## config.mk

```make
export PLATFORM = sky130hd
export DESIGN_NAME = sd_adc_rx
export DESIGN_NICKNAME = d
export VERILOG_FILES = /design/src/rtl/sd_adc_rx_pkg.sv /design/src/rtl/sd_adc_rx_if.sv /design/src/rtl/sd_adc_rx_decim.sv /design/src/rtl/sd_adc_rx.sv
export SDC_FILE = /design/constraint.sdc
export NUM_CORES = 1
export LEC_CHECK = 0
export CORE_MARGIN = 1
export CORE_UTILIZATION = 50
export CTS_CLUSTER_DIAMETER = 40
export DETAILED_ROUTE_END_ITERATION = 16
export PLACE_DENSITY = 0.69
export SKIP_LAST_GASP = 1
export SLEW_MARGIN = 20
export SYNTH_ARGS = -nofsm -noshare
export SYNTH_HDL_FRONTEND = slang
export SYNTH_SLANG_ARGS = --single-unit
```

## constraint.sdc

```tcl
create_clock -name clk -period 3.9 [get_ports clk]
set_clock_uncertainty 0.2 [all_clocks]
set_input_delay 0.975 -clock clk [delete_from_list [all_inputs] [get_ports clk]]
set_output_delay 0.975 -clock clk [all_outputs]
set_load 0.02 [all_outputs]
```

## src/rtl/sd_adc_rx_pkg.sv

```systemverilog
// Shared constants for the sigma-delta ADC receiver.
// Sample width, decimation range and the mid-scale code.
package sd_adc_pkg;

    localparam int SAMPLE_W       = 8;
    localparam int DECIM_LOG2_DEF = 13;
    localparam int DECIM_LOG2_MIN = 8;
    localparam int DECIM_LOG2_MAX = 16;

    localparam logic [SAMPLE_W-1:0] MID_SCALE = 8'd128;

endpackage

```

## src/rtl/sd_adc_rx_if.sv

```systemverilog
// Sample strobe bus from the decimator to the output handshake.
// stb is a one-cycle pulse qualifying data.
interface sd_adc_rx_if;
    import sd_adc_pkg::*;

    logic [SAMPLE_W-1:0] data;
    logic                stb;

    modport master (output data, output stb);
    modport slave  (input  data, input  stb);

endinterface

```

## src/rtl/sd_adc_rx_decim.sv

```systemverilog
// Window counter, ones accumulator and saturation for the modulator bitstream.
// Emits one strobe in the last cycle of every 2^DECIM_LOG2 window.
module sd_decimator
    import sd_adc_pkg::*;
#(
    parameter int DECIM_LOG2 = DECIM_LOG2_DEF
) (
    input  logic clk,
    input  logic rst_n,
    input  logic en_i,
    input  logic bit_i,
    sd_adc_rx_if.master smp
);

    localparam int W = DECIM_LOG2;

    if (DECIM_LOG2 < DECIM_LOG2_MIN || DECIM_LOG2 > DECIM_LOG2_MAX) begin : g_bad_width
        $error("sd_decimator: DECIM_LOG2 out of range");
    end

    logic [W-1:0] win_q, win_d;
    logic [W:0]   acc_q, acc_d;
    logic [W:0]   result;
    logic         last;

    always_comb begin
        result = acc_q + {{W{1'b0}}, bit_i};
        last   = en_i & (&win_q);
        win_d  = '0;
        acc_d  = '0;
        if (en_i) begin
            win_d = win_q + {{(W-1){1'b0}}, 1'b1};
            acc_d = last ? '0 : result;
        end
    end

    // Only an all-ones window reaches 2^W; clamp it to full scale.
    always_comb begin
        smp.stb  = last;
        smp.data = result[W] ? '1 : result[W-1 -: SAMPLE_W];
    end

    always_ff @(posedge clk or negedge rst_n) begin
        if (!rst_n) begin
            win_q <= '0;
            acc_q <= '0;
        end else begin
            win_q <= win_d;
            acc_q <= acc_d;
        end
    end

endmodule

```

## src/rtl/sd_adc_rx.sv

```systemverilog
// Sigma-delta ADC receiver: comparator sync, RC feedback, decimation
// and a valid/ack sample register with sticky overrun.
module sd_adc_rx
    import sd_adc_pkg::*;
#(
    parameter int DECIM_LOG2 = DECIM_LOG2_DEF
) (
    input  logic                clk,
    input  logic                rst_n,
    input  logic                en,
    input  logic                comp_in,
    output logic                fb_out,
    output logic [SAMPLE_W-1:0] sample_data,
    output logic                sample_valid,
    input  logic                sample_ack,
    output logic                overrun,
    input  logic                overrun_clr
);

    logic                s1_q;
    logic                comp_q;
    logic [SAMPLE_W-1:0] data_q, data_d;
    logic                valid_q, valid_d;
    logic                ovr_q, ovr_d;

    sd_adc_rx_if smp ();

    sd_decimator #(
        .DECIM_LOG2 (DECIM_LOG2)
    ) u_decim (
        .clk   (clk),
        .rst_n (rst_n),
        .en_i  (en),
        .bit_i (comp_q),
        .smp   (smp.master)
    );

    // Feedback runs even while disabled so the integrator stays balanced.
    always_ff @(posedge clk or negedge rst_n) begin
        if (!rst_n) begin
            s1_q   <= 1'b0;
            comp_q <= 1'b0;
        end else begin
            s1_q   <= comp_in;
            comp_q <= s1_q;
        end
    end

    assign fb_out = comp_q;

    // A new sample beats ack; set of overrun beats its clear.
    always_comb begin
        data_d  = data_q;
        valid_d = valid_q;
        ovr_d   = ovr_q;
        if (overrun_clr) begin
            ovr_d = 1'b0;
        end
        if (smp.stb) begin
            data_d  = smp.data;
            valid_d = 1'b1;
            if (valid_q && !sample_ack) begin
                ovr_d = 1'b1;
            end
        end else if (sample_ack) begin
            valid_d = 1'b0;
        end
    end

    always_ff @(posedge clk or negedge rst_n) begin
        if (!rst_n) begin
            data_q  <= '0;
            valid_q <= 1'b0;
            ovr_q   <= 1'b0;
        end else begin
            data_q  <= data_d;
            valid_q <= valid_d;
            ovr_q   <= ovr_d;
        end
    end

    assign sample_data  = data_q;
    assign sample_valid = valid_q;
    assign overrun      = ovr_q;

endmodule

```

==> results.sh, run 1 <==
export IMPL_outcome="completed"
export IMPL_drt_first_pass_iters=4
export IMPL_final_area_um2=2000
export IMPL_cpPeakStageDelay_ns=0.61
export IMPL_power_mw=0.642
export IMPL_h_tree_depth=2
export IMPL_drt_wirelength_per_cell_um=12.9
export IMPL_initial_utilization_pct=52.3
export IMPL_cp_data_arrival_time_ns=1.34
export IMPL_grt_pass1_vias=1136
export IMPL_critPathLaunch="sample_data[6]"
export IMPL_r2r_start="u_decim.win_q[0]"
export IMPL_max_slew_margin_pct=45.3
export IMPL_dieArea_um2=3760
export IMPL_tightest_slew_ns=0.821
export IMPL_grt_total_usage_pct=19.1
export IMPL_antenna_cells=0
export IMPL_final_setup_tns_ns=0
export IMPL_cp_top_family="buffers and inverters"
export IMPL_hpwl_um=2120
export IMPL_crit_type="flip-flop to output port"
export IMPL_yosys_area_top_type_share_pct=55.4
export IMPL_drive_gt1_share_pct=8.11
export IMPL_grt_ovfl_total=0
export IMPL_ys_warn_count=0
export IMPL_cts_buffers=5
export IMPL_drt_total_wl_um=2970
export IMPL_ctsResizeCount=0
export IMPL_clk_latency_ns=0.35
export IMPL_io_pins=17
export IMPL_synth_ff_type="dfrtp_1"
export IMPL_final_nets=193
export IMPL_antenna_found_initial=0
export IMPL_cts_setup_buffers=0
export IMPL_endpoint="sample_data[6]"
export IMPL_synth_edf_count=0
export IMPL_layout_setup_ws_ns=1.39
export IMPL_root_buffer="clkbuf_4"
export IMPL_syn_inst=164
export IMPL_die_x_um=61.3
export IMPL_crit_cells=1
export IMPL_first_iter_violations=79
export IMPL_cts_tree="yes"
export IMPL_synth_common_cells="39 x dfrtp_1, 36 x nor2_1, 16 x xnor2_1"
export IMPL_place_ws_ns=1.14
export IMPL_p_leak_nw=0.859
export IMPL_clk_pin_slew_ns=0.11
export IMPL_ys_seq_area_share_pct=55.4
export IMPL_crit_slowest_cell="clkdlybuf4s50_1"
export IMPL_synth_most_common_cell="dfrtp_1"
export IMPL_timing_rr_end="u_decim.acc_q[7]"
export IMPL_finalHoldViolCount=0
export IMPL_syn_area_um2=1760
export IMPL_required_ns=2.72
export IMPL_synth_seq_cells=39
export IMPL_cts_sinks=39
export IMPL_rows=21
export IMPL_ys_types=29
export IMPL_synthesis_nets=173
export IMPL_fin_crit_sh_pct=64.4
export IMPL_worstPathMaxFanout=2
export IMPL_holdCritPathClass="flip-flop to flip-flop"
export IMPL_clockBufferDepth=2
export IMPL_fmax_ghz=0.398
export IMPL_rsz0062_at_grt="false"
export IMPL_setup_worst_path_end_class="output port"
export IMPL_ir_drop_v=0.000209
export IMPL_avgViaCountPerCell=5.18
export IMPL_synth_area_leaders="dfrtp_1 55%, xnor2_1 8.0%, nor2_1 7.7%"
export IMPL_r2r_setup_slack_ns=1.60
export IMPL_crit_chain="clkdlybuf4s50_1"
export IMPL_cap_violations=0
export IMPL_via_count=1197
export IMPL_cts_hold_buf=0
export IMPL_dieHeight_um=61.3
export IMPL_finalSetupViolCount=0
export IMPL_grt_max_degree=40
export IMPL_n_fill_cell=308
export IMPL_hold_depth=0
export IMPL_drc=0
export IMPL_yosysTopAreaCell="dfrtp_1"
export IMPL_syn2layout_area_growth_pct=13.6
export IMPL_io_buffer_count=16
export IMPL_postRouteAntennaNets=0
export IMPL_place_area_um2=1950
export IMPL_slew_viol_final=0
export IMPL_gp_congestion=0.724
export IMPL_core_area_um2=3360
export IMPL_power_density_nw_per_um2=321
export IMPL_path_buf_inv=1
export IMPL_ys_async_sr_fraction_pct=100
export IMPL_grt_pass1_wl_um=5060
export IMPL_finalCriticalPeriod_ns=2.51
export IMPL_syn_avg_cell_area_um2=10.7
export IMPL_startpoint_type="flip-flop"
export IMPL_worstRegToRegCells=5
-- state kept, by name, indices dropped and copies added, names as in the netlist --
| register | flops |
|---|---|
| fb_out | 1 |
| s1_q | 1 |
| u_decim.win_q | 13 |
| sample_data | 8 |
| sample_valid | 1 |
| u_decim.acc_q | 14 |
| overrun | 1 |
-- power by group --
group	switching, mW	internal [mW]	total [mW]	leakage, nW
registers	0.00635	0.410	0.416	0.536
logic	0.0194	0.0112	0.0306	0.293
clock network	0.125	0.0703	0.195	0.0293
-- final cells by class --
type	count	area, um^2	share of cell area, %
Timing Repair Buffer	16	155	7.75
Clock inverter	1	5.00	0.250
Multi-Input combinational cell	114	732	36.6
Inverter	8	30.0	1.50
Sequential cell	39	976	48.8
Clock buffer	7	45.0	2.25
Tap cell	46	57.6	2.88
-- how the worst min path moves through the flow --
stage	start	endpoint	slack (ns)
after floorplan	s1_q	fb_out	0.13
after CTS	s1_q	fb_out	0.16
after global placement	s1_q	fb_out	0.13
final	s1_q	fb_out	0.16
after detailed placement	s1_q	fb_out	0.14
after global routing	s1_q	fb_out	0.16
-- cells by family (layout without fill, tap and decap cells) --
family,after synthesis,in the layout,share of synthesized area [%]
AND/OR/NAND/NOR,75,75,22.4
flip-flops,39,39,55.4
XOR/XNOR,23,23,11.4
AO/OA/AOI/OAI,13,13,5.61
buffers and inverters,11,32,2.99
adder cells (fa/ha/maj),3,3,2.13
-- cells in the final DEF (no fill, tap or decap), types with 7 or more instances in the layout --
cell and instances:
nor3_1 7, a31oi_1 8, xnor2_1 16, nand2_1 9
nor2_1 36, xor2_1 7, clkdlybuf4s50_1 15, inv_1 8
dfrtp_1 39
-- routing by layer --
layer	up-vias	GRT usage, %	share of wire (%)
met5	-	0	0
met4	0	10.5	2.3
met3	7	3.78	3.6
met2	23	31.4	47
met1	566	23.9	47
li1	601	-	-
-- metrics by stage --
stage               utilization [%]  hold WS, ns  instances
detailed placement             58.0        0.136        223
global route                   59.5        0.165        231
CTS                            59.5        0.160        231
finish                         59.5        0.158        231
global placement               58.0        0.132        223
floorplan                         -        0.131        164
(Power assumes the default switching activity.)
==> run 2: changes to the inputs <==
--- a/config.mk
+++ b/config.mk
@@ -9,7 +9,7 @@
 export CORE_UTILIZATION = 50
 export CTS_CLUSTER_DIAMETER = 40
 export DETAILED_ROUTE_END_ITERATION = 16
-export PLACE_DENSITY = 0.69
+export PLACE_DENSITY = 0.72
 export SKIP_LAST_GASP = 1
 export SLEW_MARGIN = 20
 export SYNTH_ARGS = -nofsm -noshare
==> constraint.sdc (replaced) <==
create_clock -name clk -period 2.1 [get_ports clk]
set_clock_uncertainty 0.2 [all_clocks]
set_input_delay 0.525 -clock clk [delete_from_list [all_inputs] [get_ports clk]]
set_output_delay 0.525 -clock clk [all_outputs]
set_load 0.02 [all_outputs]
==> run 2 against run 1 <==
Effect of this change: via count grew 6.5%; worst hold slack lost 0.16 ns; combinational power grew 120%; die area is the same; non-clock buffer count grew 9; clock power grew to 2.6 times the previous value; cell area grew 7.6%; clock-buffer cell count shrank 2; sequential power grew 86%; register-to-register slack lost 1.4 ns; flip-flop and latch count is the same; critical endpoint is now sample_data[7]; highest routed layer unchanged.
==> results.sh, run 2 (synthesis gave the netlist of run 1 again) <==
export IMPL_outcome="completed"
export IMPL_final_nets=202
export IMPL_syn2layout_area_growth_pct=22.2
export IMPL_dieHeight_um=61.3
export IMPL_ctsResizeCount=0
export IMPL_final_cell_mix="39 x dfrtp_1, 36 x nor2_1, 15 x xnor2_1, 9 x nand2_1"
export IMPL_crit_chain="clkdlybuf4s50_1"
export IMPL_cap_violations=0
export IMPL_clockBufferDepth=2
export IMPL_grt_ovfl_total=0
export IMPL_required_ns=1.37
export IMPL_largest_reg_flops=14
export IMPL_grt_total_usage_pct=20.5
export IMPL_layout_setup_ws_ns=0.0544
export IMPL_power_density_nw_per_um2=624
export IMPL_first_iter_violations=64
export IMPL_cp_top_family="buffers and inverters"
export IMPL_initial_utilization_pct=52.3
export IMPL_rows=21
export IMPL_cts_buffers=5
export IMPL_finalHoldViolCount=0
export IMPL_cp_data_arrival_time_ns=1.32
export IMPL_startpoint_type="flip-flop"
export IMPL_cts_sinks=39
export IMPL_antenna_found_initial=0
export IMPL_grt_pass1_wl_um=5440
export IMPL_rsz0062_at_grt="false"
export IMPL_crit_cells=1
export IMPL_worstRegToRegCells=5
export IMPL_worstPathMaxFanout=2
export IMPL_avgViaCountPerCell=5.31
export IMPL_ir_drop_v=0.000337
export IMPL_layout_commonest_cell="dfrtp_1"
export IMPL_setup_worst_path_end_class="output port"
export IMPL_io_pins=17
export IMPL_io_buffer_count=16
export IMPL_antenna_cells=0
export IMPL_postRouteAntennaNets=0
export IMPL_finalSetupViolCount=0
export IMPL_clk_pin_slew_ns=0.12
export IMPL_via_count=1275
export IMPL_grt_pass1_vias=1253
export IMPL_p_leak_nw=1.07
export IMPL_drc=0
export IMPL_path_buf_inv=1
export IMPL_root_buffer="clkbuf_4"
export IMPL_fin_hold_ws_ns=0.00110
export IMPL_slew_viol_final=0
export IMPL_n_fill_cell=296
export IMPL_drt_wirelength_per_cell_um=14.1
export IMPL_cts_setup_buffers=0
export IMPL_power_mw=1.34
export IMPL_finalCriticalPeriod_ns=2.05
export IMPL_dieArea_um2=3760
export IMPL_crit_type="flip-flop to output port"
export IMPL_tightest_slew_ns=0.498
export IMPL_cts_hold_buf=0
export IMPL_die_x_um=61.3
export IMPL_grt_max_degree=40
export IMPL_max_slew_margin_pct=66.8
export IMPL_core_area_um2=3360
export IMPL_drt_first_pass_iters=4
export IMPL_cts_tree="yes"
export IMPL_drt_total_wl_um=3380
export IMPL_fmax_ghz=0.489
export IMPL_fin_crit_sh_pct=97.4
export IMPL_h_tree_depth=2
export IMPL_drive_gt1_share_pct=13.9
export IMPL_hpwl_um=2370
export IMPL_holdCritPathClass="primary input to async pin"
export IMPL_final_setup_tns_ns=0
export IMPL_largest_register="u_decim.acc_q"
export IMPL_gp_congestion=0.787
export IMPL_clk_latency_ns=0.35
export IMPL_cpPeakStageDelay_ns=0.60
export IMPL_crit_slowest_cell="clkdlybuf4s50_1"
export IMPL_place_ws_ns=0.00973
run 2: cell count changes in the layout (fill, tap and decap cells not counted):
cell | previous run | this run
buf_12 | 0 | 2
buf_4 | 0 | 7
bufinv_16 | 0 | 1
clkbuf_1 | 2 | 0
clkdlybuf4s50_1 | 15 | 7
clkinv_4 | 0 | 1
dlymetal6s2s_1 | 0 | 8
xnor2_1 | 16 | 15
xnor2_2 | 0 | 1
run 2: area by class of cell:
type                            instances  area [um^2]  area share, %
Clock buffer                            5         37.5           1.74
Sequential cell                        39          976           45.3
Clock inverter                          3         43.8           2.03
Multi-Input combinational cell        114          739           34.4
Tap cell                               46         57.6           2.67
Timing Repair Buffer                   25          268           12.4
Inverter                                8         30.0           1.40
run 2: metrics by stage:
| step | std cells | util, % | area (um^2) |
|---|---|---|---|
| finish | 240 | 64.0 | 2150 |
| global route | 240 | 64.0 | 2150 |
| CTS | 240 | 63.2 | 2120 |
| detailed placement | 232 | 60.8 | 2040 |
| global placement | 232 | 60.8 | 2040 |
| floorplan | 164 | - | 1760 |
run 2: final timing paths:
| path | start | end | slack [ns] |
|---|---|---|---|
| worst max-delay path | sample_data[7] | sample_data[7] | 0.05 |
| worst min-delay path | rst_n | overrun | 0.001 |
| worst max register to register | fb_out | sample_data[2] | 0.16 |
| worst min register to register | s1_q | fb_out | 0.16 |
| max in group asynchronous | rst_n | u_decim.acc_q[2] | 1.34 |
| min in group clk | s1_q | fb_out | 0.16 |
run 2: power by group:
part / leakage (nW) / switching, mW / internal (mW)
Combinational: 0.484 / 0.0393 / 0.0286
Clock: 0.0452 / 0.252 / 0.250
Sequential: 0.536 / 0.0118 / 0.761
run 2: routing by layer:
layer	share of wire (%)	GRT usage, %	vias up
met5	0	0	-
met4	2.5	9.52	0
met3	3.9	5.88	11
met2	54	36.6	24
met1	39	22.6	625
li1	-	-	615
